==> src/rtl/fetch_pkg.sv <==
// Shared types and default sizing for the instruction fetch stage.
package fetch_pkg;

  localparam int DEF_ADDR_W  = 16;
  localparam int DEF_DATA_W  = 16;
  localparam int DEF_PC_INC  = 1;
  localparam int DEF_TIMEOUT = 15;

  typedef enum logic [1:0] {
    ST_IDLE = 2'd0,
    ST_REQ  = 2'd1,
    ST_DONE = 2'd2
  } fetch_state_e;

endpackage

==> src/rtl/fetch_timeout_ctr.sv <==
// Wait-cycle counter for the fetch REQ state; o_tc flags the cycle whose
// increment would reach TC_VAL.
module fetch_timeout_ctr
  import fetch_pkg::*;
#(
  parameter int unsigned TC_VAL = DEF_TIMEOUT
) (
  input  logic i_clk,
  input  logic i_rst,
  input  logic i_clr,
  input  logic i_en,
  output logic o_tc
);

  localparam int unsigned CW = $clog2(TC_VAL + 1);

  logic [CW-1:0] r_cnt;

  always_ff @(posedge i_clk or posedge i_rst) begin
    if (i_rst)
      r_cnt <= '0;
    else if (i_clr)
      r_cnt <= '0;
    else if (i_en)
      r_cnt <= r_cnt + CW'(1);
  end

  assign o_tc = (r_cnt == CW'(TC_VAL - 1));

endmodule

==> src/rtl/instr_fetch_unit.sv <==
// Instruction fetch stage: latches PC, handshakes with instruction memory,
// fills the IR and drives the PC register update. Optional macro: FETCH_TIMEOUT_EN.
module instr_fetch_unit
  import fetch_pkg::*;
#(
  parameter int ADDR_W  = DEF_ADDR_W,
  parameter int DATA_W  = DEF_DATA_W,
  parameter int PC_INC  = DEF_PC_INC,
  parameter int TIMEOUT = DEF_TIMEOUT
) (
  input  logic              i_clk,
  input  logic              i_rst,
  input  logic              i_start,
  input  logic [ADDR_W-1:0] i_pc_in,
  input  logic [DATA_W-1:0] i_mem_rdata,
  input  logic              i_mem_ready,
  output logic              o_mem_req,
  output logic [ADDR_W-1:0] o_mem_addr,
  output logic [DATA_W-1:0] o_ir_out,
  output logic [ADDR_W-1:0] o_pc_next,
  output logic              o_pc_en,
  output logic              o_fetch_done,
  output logic              o_busy,
  output logic              o_fetch_err
);

  fetch_state_e      r_state;
  fetch_state_e      w_state_nxt;
  logic [ADDR_W-1:0] r_addr_q;
  logic [DATA_W-1:0] r_ir;
  logic              w_accept;
  logic              w_capture;
  logic              w_abort;

`ifdef FETCH_TIMEOUT_EN
  logic w_tc;
  logic r_fetch_err;

  fetch_timeout_ctr #(
    .TC_VAL (TIMEOUT)
  ) u_timeout_ctr (
    .i_clk (i_clk),
    .i_rst (i_rst),
    .i_clr (r_state != ST_REQ),
    .i_en  ((r_state == ST_REQ) && !i_mem_ready),
    .o_tc  (w_tc)
  );

  // mem_ready in the terminal cycle takes priority over the abort
  assign w_abort = (r_state == ST_REQ) && !i_mem_ready && w_tc;

  always_ff @(posedge i_clk or posedge i_rst) begin
    if (i_rst)
      r_fetch_err <= 1'b0;
    else
      r_fetch_err <= w_abort;
  end

  assign o_fetch_err = r_fetch_err;
`else
  assign w_abort     = 1'b0;
  assign o_fetch_err = 1'b0;
`endif

  always_ff @(posedge i_clk or posedge i_rst) begin
    if (i_rst)
      r_state <= ST_IDLE;
    else
      r_state <= w_state_nxt;
  end

  always_comb begin
    w_state_nxt = r_state;
    w_accept    = 1'b0;
    w_capture   = 1'b0;
    case (r_state)
      ST_IDLE: begin
        if (i_start) begin
          w_accept    = 1'b1;
          w_state_nxt = ST_REQ;
        end
      end
      ST_REQ: begin
        if (i_mem_ready) begin
          w_capture   = 1'b1;
          w_state_nxt = ST_DONE;
        end else if (w_abort) begin
          w_state_nxt = ST_IDLE;
        end
      end
      ST_DONE: w_state_nxt = ST_IDLE;
      default: w_state_nxt = ST_IDLE;
    endcase
  end

  always_ff @(posedge i_clk or posedge i_rst) begin
    if (i_rst)
      r_addr_q <= '0;
    else if (w_accept)
      r_addr_q <= i_pc_in;
  end

  always_ff @(posedge i_clk or posedge i_rst) begin
    if (i_rst)
      r_ir <= '0;
    else if (w_capture)
      r_ir <= i_mem_rdata;
  end

  // Outputs decode from state so reset removes mem_req without a clock edge
  assign o_mem_req    = (r_state == ST_REQ);
  assign o_busy       = (r_state != ST_IDLE);
  assign o_pc_en      = (r_state == ST_DONE);
  assign o_fetch_done = (r_state == ST_DONE);
  assign o_mem_addr   = r_addr_q;
  assign o_ir_out     = r_ir;
  assign o_pc_next    = r_addr_q + ADDR_W'(PC_INC);

endmodule

==> config.mk <==
export PLATFORM = sky130hd
export DESIGN_NAME = instr_fetch_unit
export DESIGN_NICKNAME = d
export VERILOG_FILES = /design/src/rtl/fetch_pkg.sv /design/src/rtl/fetch_timeout_ctr.sv /design/src/rtl/instr_fetch_unit.sv
export SDC_FILE = /design/constraint.sdc
export NUM_CORES = 1
export LEC_CHECK = 0
export CORE_MARGIN = 5
export CORE_UTILIZATION = 38
export DETAILED_ROUTE_END_ITERATION = 6
export GPL_TIMING_DRIVEN = 0
export MAX_ROUTING_LAYER = met4
export PLACE_DENSITY = 0.79
export SETUP_SLACK_MARGIN = 0.2
export SLEW_MARGIN = 20
export SYNTH_ARGS = -nofsm -noshare
export SYNTH_HDL_FRONTEND = slang
export SYNTH_SLANG_ARGS = --single-unit
==> constraint.sdc <==
create_clock -name i_clk -period 2.26 [get_ports i_clk]
set_input_delay 0.452 -clock i_clk [delete_from_list [all_inputs] [get_ports i_clk]]
set_output_delay 0.452 -clock i_clk [all_outputs]
set_load 0.05 [all_outputs]
==> results of run 1 <==
-- per-stage QoR --
| stage | instance area [um^2] | setup WS (ns) | TNS [ns] | std cells | utilization |
|---|---|---|---|---|---|
| after floorplan | 1810 | 0.163 | 0 | 123 | - |
| after global placement | 2740 | -0.352 | -2.12 | 260 | 0.676 |
| after detailed placement | 2740 | -0.381 | -2.35 | 260 | 0.676 |
| after CTS | 2880 | 0.00490 | 0 | 273 | 0.711 |
| after global routing | 3010 | -0.0874 | -0.154 | 281 | 0.742 |
| final | 3010 | -0.00504 | -0.00504 | 281 | 0.742 |
-- Yosys cell counts --
library cell	n	area (um^2)
nand3_1	4	20.0
o21ai_0	2	10.0
nor3_2	1	10.0
nand4_1	3	18.8
xnor2_1	9	78.8
xor2_1	5	43.8
mux2_2	24	270
nor2b_1	1	6.26
nor2b_4	1	13.8
nand2_4	1	11.3
and2_1	1	6.26
a21o_1	1	7.51
dfrtp_1	34	851
buf_6	2	22.5
nand2_1	7	26.3
nor2_1	3	11.3
inv_1	6	22.5
or2_4	1	8.76
buf_4	3	22.5
and3_4	1	11.3
and3_1	2	12.5
conb_1	1	3.75
mux2_1	6	67.6
nor2_8	1	20.0
and4_1	2	17.5
ha_1	1	12.5
-- worst reg2reg max path, stage by stage, from the launching register on --
cell	delay [ns]
dfrtp_1	0.41
or2_4	0.27
nor2_8	0.19
buf_6	0.18
mux2_2	0.34
-- what timing repair did --
item                                   CTS  global route
setup endpoints to repair               24            17
resized for setup                      100            31
endpoints found under the hold margin    0             0
buffers inserted                         5             8
pin swaps                                8            11
-- layer usage --
metal  GRT usage  up-vias  part of all wire  wire [um]
li1            -      630                 -          -
met1       0.186      638              0.38       1670
met2       0.281       70              0.49       2130
met3      0.0494        9              0.10        438
met4      0.0968        0             0.025        110
met5           -        -                 0          0
-- layout make-up --
| cell class | instances | area, um^2 |
|---|---|---|
| Buffer | 5 | 48.8 |
| Clock buffer | 7 | 86.3 |
| Clock inverter | 1 | 5.00 |
| Fill cell | 270 | 1050 |
| Inverter | 6 | 22.5 |
| Multi-Input combinational cell | 78 | 946 |
| Sequential cell | 34 | 863 |
| Tap cell | 50 | 62.6 |
| Timing Repair Buffer | 100 | 975 |
-- logic make-up (layout without fill, tap and decap cells) --
group	count (synthesis)	after routing	synth area share
adder cells (fa/ha/maj)	1	1	0.00779
other	1	1	0.00233
XOR/XNOR	14	14	0.0763
multiplexers	30	30	0.210
buffers and inverters	11	119	0.0421
flip-flops	34	34	0.530
AO/OA/AOI/OAI	3	3	0.0109
AND/OR/NAND/NOR	29	29	0.121
-- worst paths after layout --
| path | from | cells past startpoint | slack, ns | to |
|---|---|---|---|---|
| max reg2reg | r_state[1] | 4 | 0.76 | o_mem_addr[14] |
| max | o_mem_addr[0] | 7 | -0.005 | o_pc_next[11] |
| min | o_ir_out[1] | 1 | 0.50 | o_ir_out[1] |
| min in group asynchronous | i_rst | 2 | 0.59 | o_ir_out[8] |
| min reg2reg | o_ir_out[1] | 1 | 0.50 | o_ir_out[1] |
| max in group asynchronous | i_rst | 2 | 1.18 | o_mem_addr[10] |
-- registers in the layout, indices dropped and copies added, names as in the netlist --
| name | flops |
|---|---|
| o_ir_out | 16 |
| o_mem_addr | 16 |
| r_state | 2 |
==> summary.txt, run 1 <==
Outcome
  – Status: finished with violations
  – Failing checks: negative setup slack

GRT
  – First-pass GRT wire length: 6790 um
  – Total track usage: 0.172
  – Vias in the first global route: approximately 1.4k
  – GRT Residual Overflow: 0
  – Largest net degree at the start of global routing: 35
  – Initial antenna violation count: 0

Timing
  – RSZ-0062 raised after global routing: true
  – Rel. slew slack: 0.540
  – Final setup viols: 1
  – Minimum clock period: around 2.3 ns
  – Hold slack: 0.498 ns
  – Max Slew Vio Count: 0
  – Final WS setup: -0.00504 ns
  – Final Hold Violating Endpoints: 0
  – Final cycle utilization of the critical path: 1.00
  – Clk_skew: 0.00405 ns
  – Worst-Margin Slew: 0.689 ns
  – F_max: 441 MHz

Critical path
  – Slowest stage cell, crit path: dfrtp_2
  – Family with the most delay on the worst path: simple AND/OR/NAND/NOR gates
  – CP cell instances: and3_4, buf_6, nand4_1, buf_4, nor2_4, xor2_4, buf_6
  – CP Launch Type: flop
  – Setup CP Type: flop to primary output
  – Crit path largest cell delay: around 0.40 ns
  – Max FO, Critical Path: 3
  – Worst Path Buf+Inv: 3
  – WP data arrival: 1.81 ns
  – Required time of the critical path: approximately 1.8 ns
  – Worst path most repeated cell: buf_6
  – Crit. End Element: primary output

Final layout
  – Antenna cells: 0
  – P&R area growth vs syn: 87.3%
  – Final #Nets: 267
  – Layout cell share with drive strength beyond 1: 0.459
  – Most frequent cells in the layout: clkdlybuf4s50_1 (55), mux2_2 (24), dfrtp_1 (24)
  – Commonest non-fill, non-tap cell in the layout: clkdlybuf4s50_1

Die
  – Initial Util: 0.396
  – Die Ht: about 75 um
  – Top-level port count: 89
  – FP Rows: 23
  – Die area: 0.00563 mm^2
  – Core area: between 0.004 and 0.005 mm^2
  – Die width: 75.0 um

Logic synthesis
  – Synth unique cells: 26
  – Syn avg cell area: between 10 and 15 um^2
  – Synth Cell Area: 0.00161 mm^2
  – Register area share after synthesis: 0.530
  – Ys Warns: 0
  – Synthesis-stage register bit count: 34
  – Cells after synthesis: 123
  – Syn Nets: 160

Clocking
  – CTS H-tree depth: 2
  – Longest Clk Path Bufs: 2
  – Post-cts hold buffer count: 0
  – CTS clk-pin slew, worst paths: 0.07 ns
  – CTS tree: yes
  – Skew-Pair Late Insertion Delay: a little under 0.3 ns
  – CTS buffer count: 5
  – Clock sinks: 34
  – Root Buffer Master: clkbuf_8

Placed design
  – Number of I/O port buffers: 87
  – Post-DP HPWL: 3220 um
  – GP Congestion: 0.800

Routing
  – Pre-antenna DRT Iters: 4
  – Avg WL per Cell: 15.5 um
  – Drc violations: 0
  – 1st-iter DRT viols: 43
  – Remaining antenna violation count: 0
  – Vias: 1347
  – Vias per inst: 4.79
  – WL final: 4350 um

Job
  – Max-cap viol count: 0

Hold path
  – HP Class: flop to flop
Power of run 1 is not shown: default switching activity piles up to over one toggle a cycle in this logic, so the estimate is an artifact.
==> run 2, diff against run 1 <==
--- a/config.mk
+++ b/config.mk
@@ -5,12 +5,13 @@
 export SDC_FILE = /design/constraint.sdc
 export NUM_CORES = 1
 export LEC_CHECK = 0
-export CORE_MARGIN = 5
-export CORE_UTILIZATION = 38
+export CORE_MARGIN = 1
+export CORE_UTILIZATION = 55
 export DETAILED_ROUTE_END_ITERATION = 6
+export DONT_BUFFER_PORTS = 1
 export GPL_TIMING_DRIVEN = 0
 export MAX_ROUTING_LAYER = met4
-export PLACE_DENSITY = 0.79
+export PLACE_DENSITY = 0.7
 export SETUP_SLACK_MARGIN = 0.2
 export SLEW_MARGIN = 20
 export SYNTH_ARGS = -nofsm -noshare
==> run 2 against run 1 <==
The run still ends with negative setup slack left. Cell area decreased by 33%. Non-clock buffer count decreased by 97. First-iteration DRC count decreased by 47%. Via count decreased by 29%. Core utilization decreased by 0.75 points. Sequential share of layout area increased by 15 points. Register-to-register slack got worse by 0.11 ns. Maximum frequency decreased by 11%. Count of clock-buffer cells in the layout unchanged. Routed wire length decreased by 33%.
==> summary.txt, run 2 (synthesis gave the netlist of run 1 again) <==
Outcome
  – Status: finished with violations
  – Failing checks: negative setup slack

Placed design
  – Post-DP HPWL: 2190 um (-32%)
  – GP Congestion: 0.706 (-12%)
  – Number of I/O port buffers: 0 (-100%)

Final layout
  – Layout cell share with drive strength beyond 1: 0.619 (+0.161)
  – Most frequent cells in the layout: mux2_2 (24), dfrtp_1 (21), dfrtp_2 (9)
  – Commonest non-fill, non-tap cell in the layout: mux2_2
  – Final #Nets: 170 (-36%)
  – Antenna cells: 0 (unchanged)
  – P&R area growth vs syn: 26.0%

Timing
  – Final Hold Violating Endpoints: 0 (unchanged)
  – Max Slew Vio Count: 0 (unchanged)
  – Final cycle utilization of the critical path: 1.13 (+0.128)
  – Clk_skew: 0.00932 ns (+0.00527 ns)
  – F_max: 391 MHz (-11%)
  – Rel. slew slack: 0.333 (-0.207)
  – Hold slack: 0.0919 ns (-0.406 ns)
  – Final WS setup: -0.295 ns (-0.289 ns)
  – Minimum clock period: 2.55 ns (+0.289 ns)
  – RSZ-0062 raised after global routing: true
  – Worst-Margin Slew: 0.997 ns (+0.308 ns)
  – Final setup viols: 13 (+12)
  – TNS Setup: -2.23 ns (-2.23 ns)

GRT
  – Vias in the first global route: 1025 (-29%)
  – GRT Residual Overflow: 0 (unchanged)
  – Initial antenna violation count: 0 (unchanged)
  – Largest net degree at the start of global routing: 35 (unchanged)
  – First-pass GRT wire length: 4690 um (-31%)
  – Total track usage: 0.208 (+0.0360)

Die
  – FP Rows: 19 (-17%)
  – Core area: 0.00276 mm^2 (-32%)
  – Die area: 0.00314 mm^2 (-44%)
  – Die Ht: 56.0 um (-25%)
  – Die width: 56.0 um (-25%)
  – Initial Util: 0.583 (+0.187)
  – Top-level port count: 89 (unchanged)

Critical path
  – Max FO, Critical Path: 6 (+3)
  – Crit. End Element: primary output
  – Reg2reg path depth: 4 (unchanged)
  – Reg-to-Reg End: o_mem_addr[13]
  – FF-to-FF Start: r_state[0]
  – CP Launch Type: flop
  – WP data arrival: 2.10 ns (+0.29 ns)
  – Required time of the critical path: 1.81 ns (about the same)
  – Reg2reg setup slack: 0.65 ns (-0.11 ns)
  – Setup CP Type: flop to primary output

Routing
  – Avg WL per Cell: 17.6 um (+14%)
  – Pre-antenna DRT Iters: 3 (-1)
  – Vias: 956 (-29%)
  – Remaining antenna violation count: 0 (unchanged)
  – 1st-iter DRT viols: 23 (-47%)
  – Vias per inst: 5.79 (+21%)
  – Drc violations: 0 (unchanged)
  – WL final: 2910 um (-33%)

Clocking
  – Clock sinks: 34 (unchanged)
  – CTS H-tree depth: 2 (unchanged)
  – CTS clk-pin slew, worst paths: 0.10 ns (+0.03 ns)
  – Skew-Pair Late Insertion Delay: 0.34 ns (+0.05 ns)
  – CTS buffer count: 5 (unchanged)
  – Longest Clk Path Bufs: 2 (unchanged)
  – Post-cts hold buffer count: 0 (unchanged)
  – Root Buffer Master: clkbuf_4
  – CTS tree: yes

Hold path
  – HP Class: input port to async pin

Job
  – Max-cap viol count: 0 (unchanged)
-- run 2: changes by cell type in the layout (fill, tap and decap cells not counted), sizes merged --
| cell | previous run | this run |
|---|---|---|
| clkdlybuf4s50 | 55 | 0 |
| buf | 32 | 8 |
| dlygate4sd2 | 10 | 0 |
| dlymetal6s2s | 8 | 0 |
-- run 2: layout make-up --
type | instances | area [um^2]
Clock buffer | 7 | 55.1
Tap cell | 31 | 38.8
Sequential cell | 34 | 877
Timing Repair Buffer | 3 | 26.3
Inverter | 6 | 22.5
Fill cell | 176 | 733
Clock inverter | 1 | 5.00
Multi-Input combinational cell | 78 | 951
Buffer | 5 | 48.8
-- run 2: routing by layer --
layer	share of wire	track usage	vias up
met2	0.51	0.327	51
met1	0.36	0.225	467
met4	0.015	0.0801	0
li1	-	-	432
met3	0.11	0.105	6
met5	0	-	-
-- run 2: worst max-delay path by stage --
stage	from	endpoint	slack (ns)	cells past startpoint
final	o_mem_addr[5]	o_pc_next[15]	-0.29	4
after CTS	o_mem_addr[0]	o_pc_next[13]	-0.31	5
after detailed placement	o_mem_addr[6]	o_pc_next[11]	0.05	3
after floorplan	o_mem_addr[0]	o_pc_next[11]	0.16	5
after global routing	o_mem_addr[1]	o_pc_next[15]	-0.36	5
after global placement	o_mem_addr[1]	o_pc_next[11]	0.06	5
-- run 2: stage by stage --
step                      setup WS [ns]  cell area (um^2)  utilization  std cells
final                            -0.295              2020        0.734        165
after global routing             -0.362              2020        0.734        165
after CTS                        -0.307              2020        0.732        165
after detailed placement         0.0488              1850        0.671        154
after global placement           0.0594              1850        0.671        154
after floorplan                   0.163              1810            -        123
-- run 2: critical path: stages (launching register included) --
cell and delay, ns:
dfrtp_2 0.60, and3_4 0.30, and4_2 0.28, nand3_2 0.14, xnor2_4 0.44
-- run 2: timing repair --
action	in CTS	in global routing
resized for setup	21	3
endpoints found under the setup margin	16	14
buffers inserted	3	0
pin swaps	7	4
Power of run 2 is left out for the same reason.
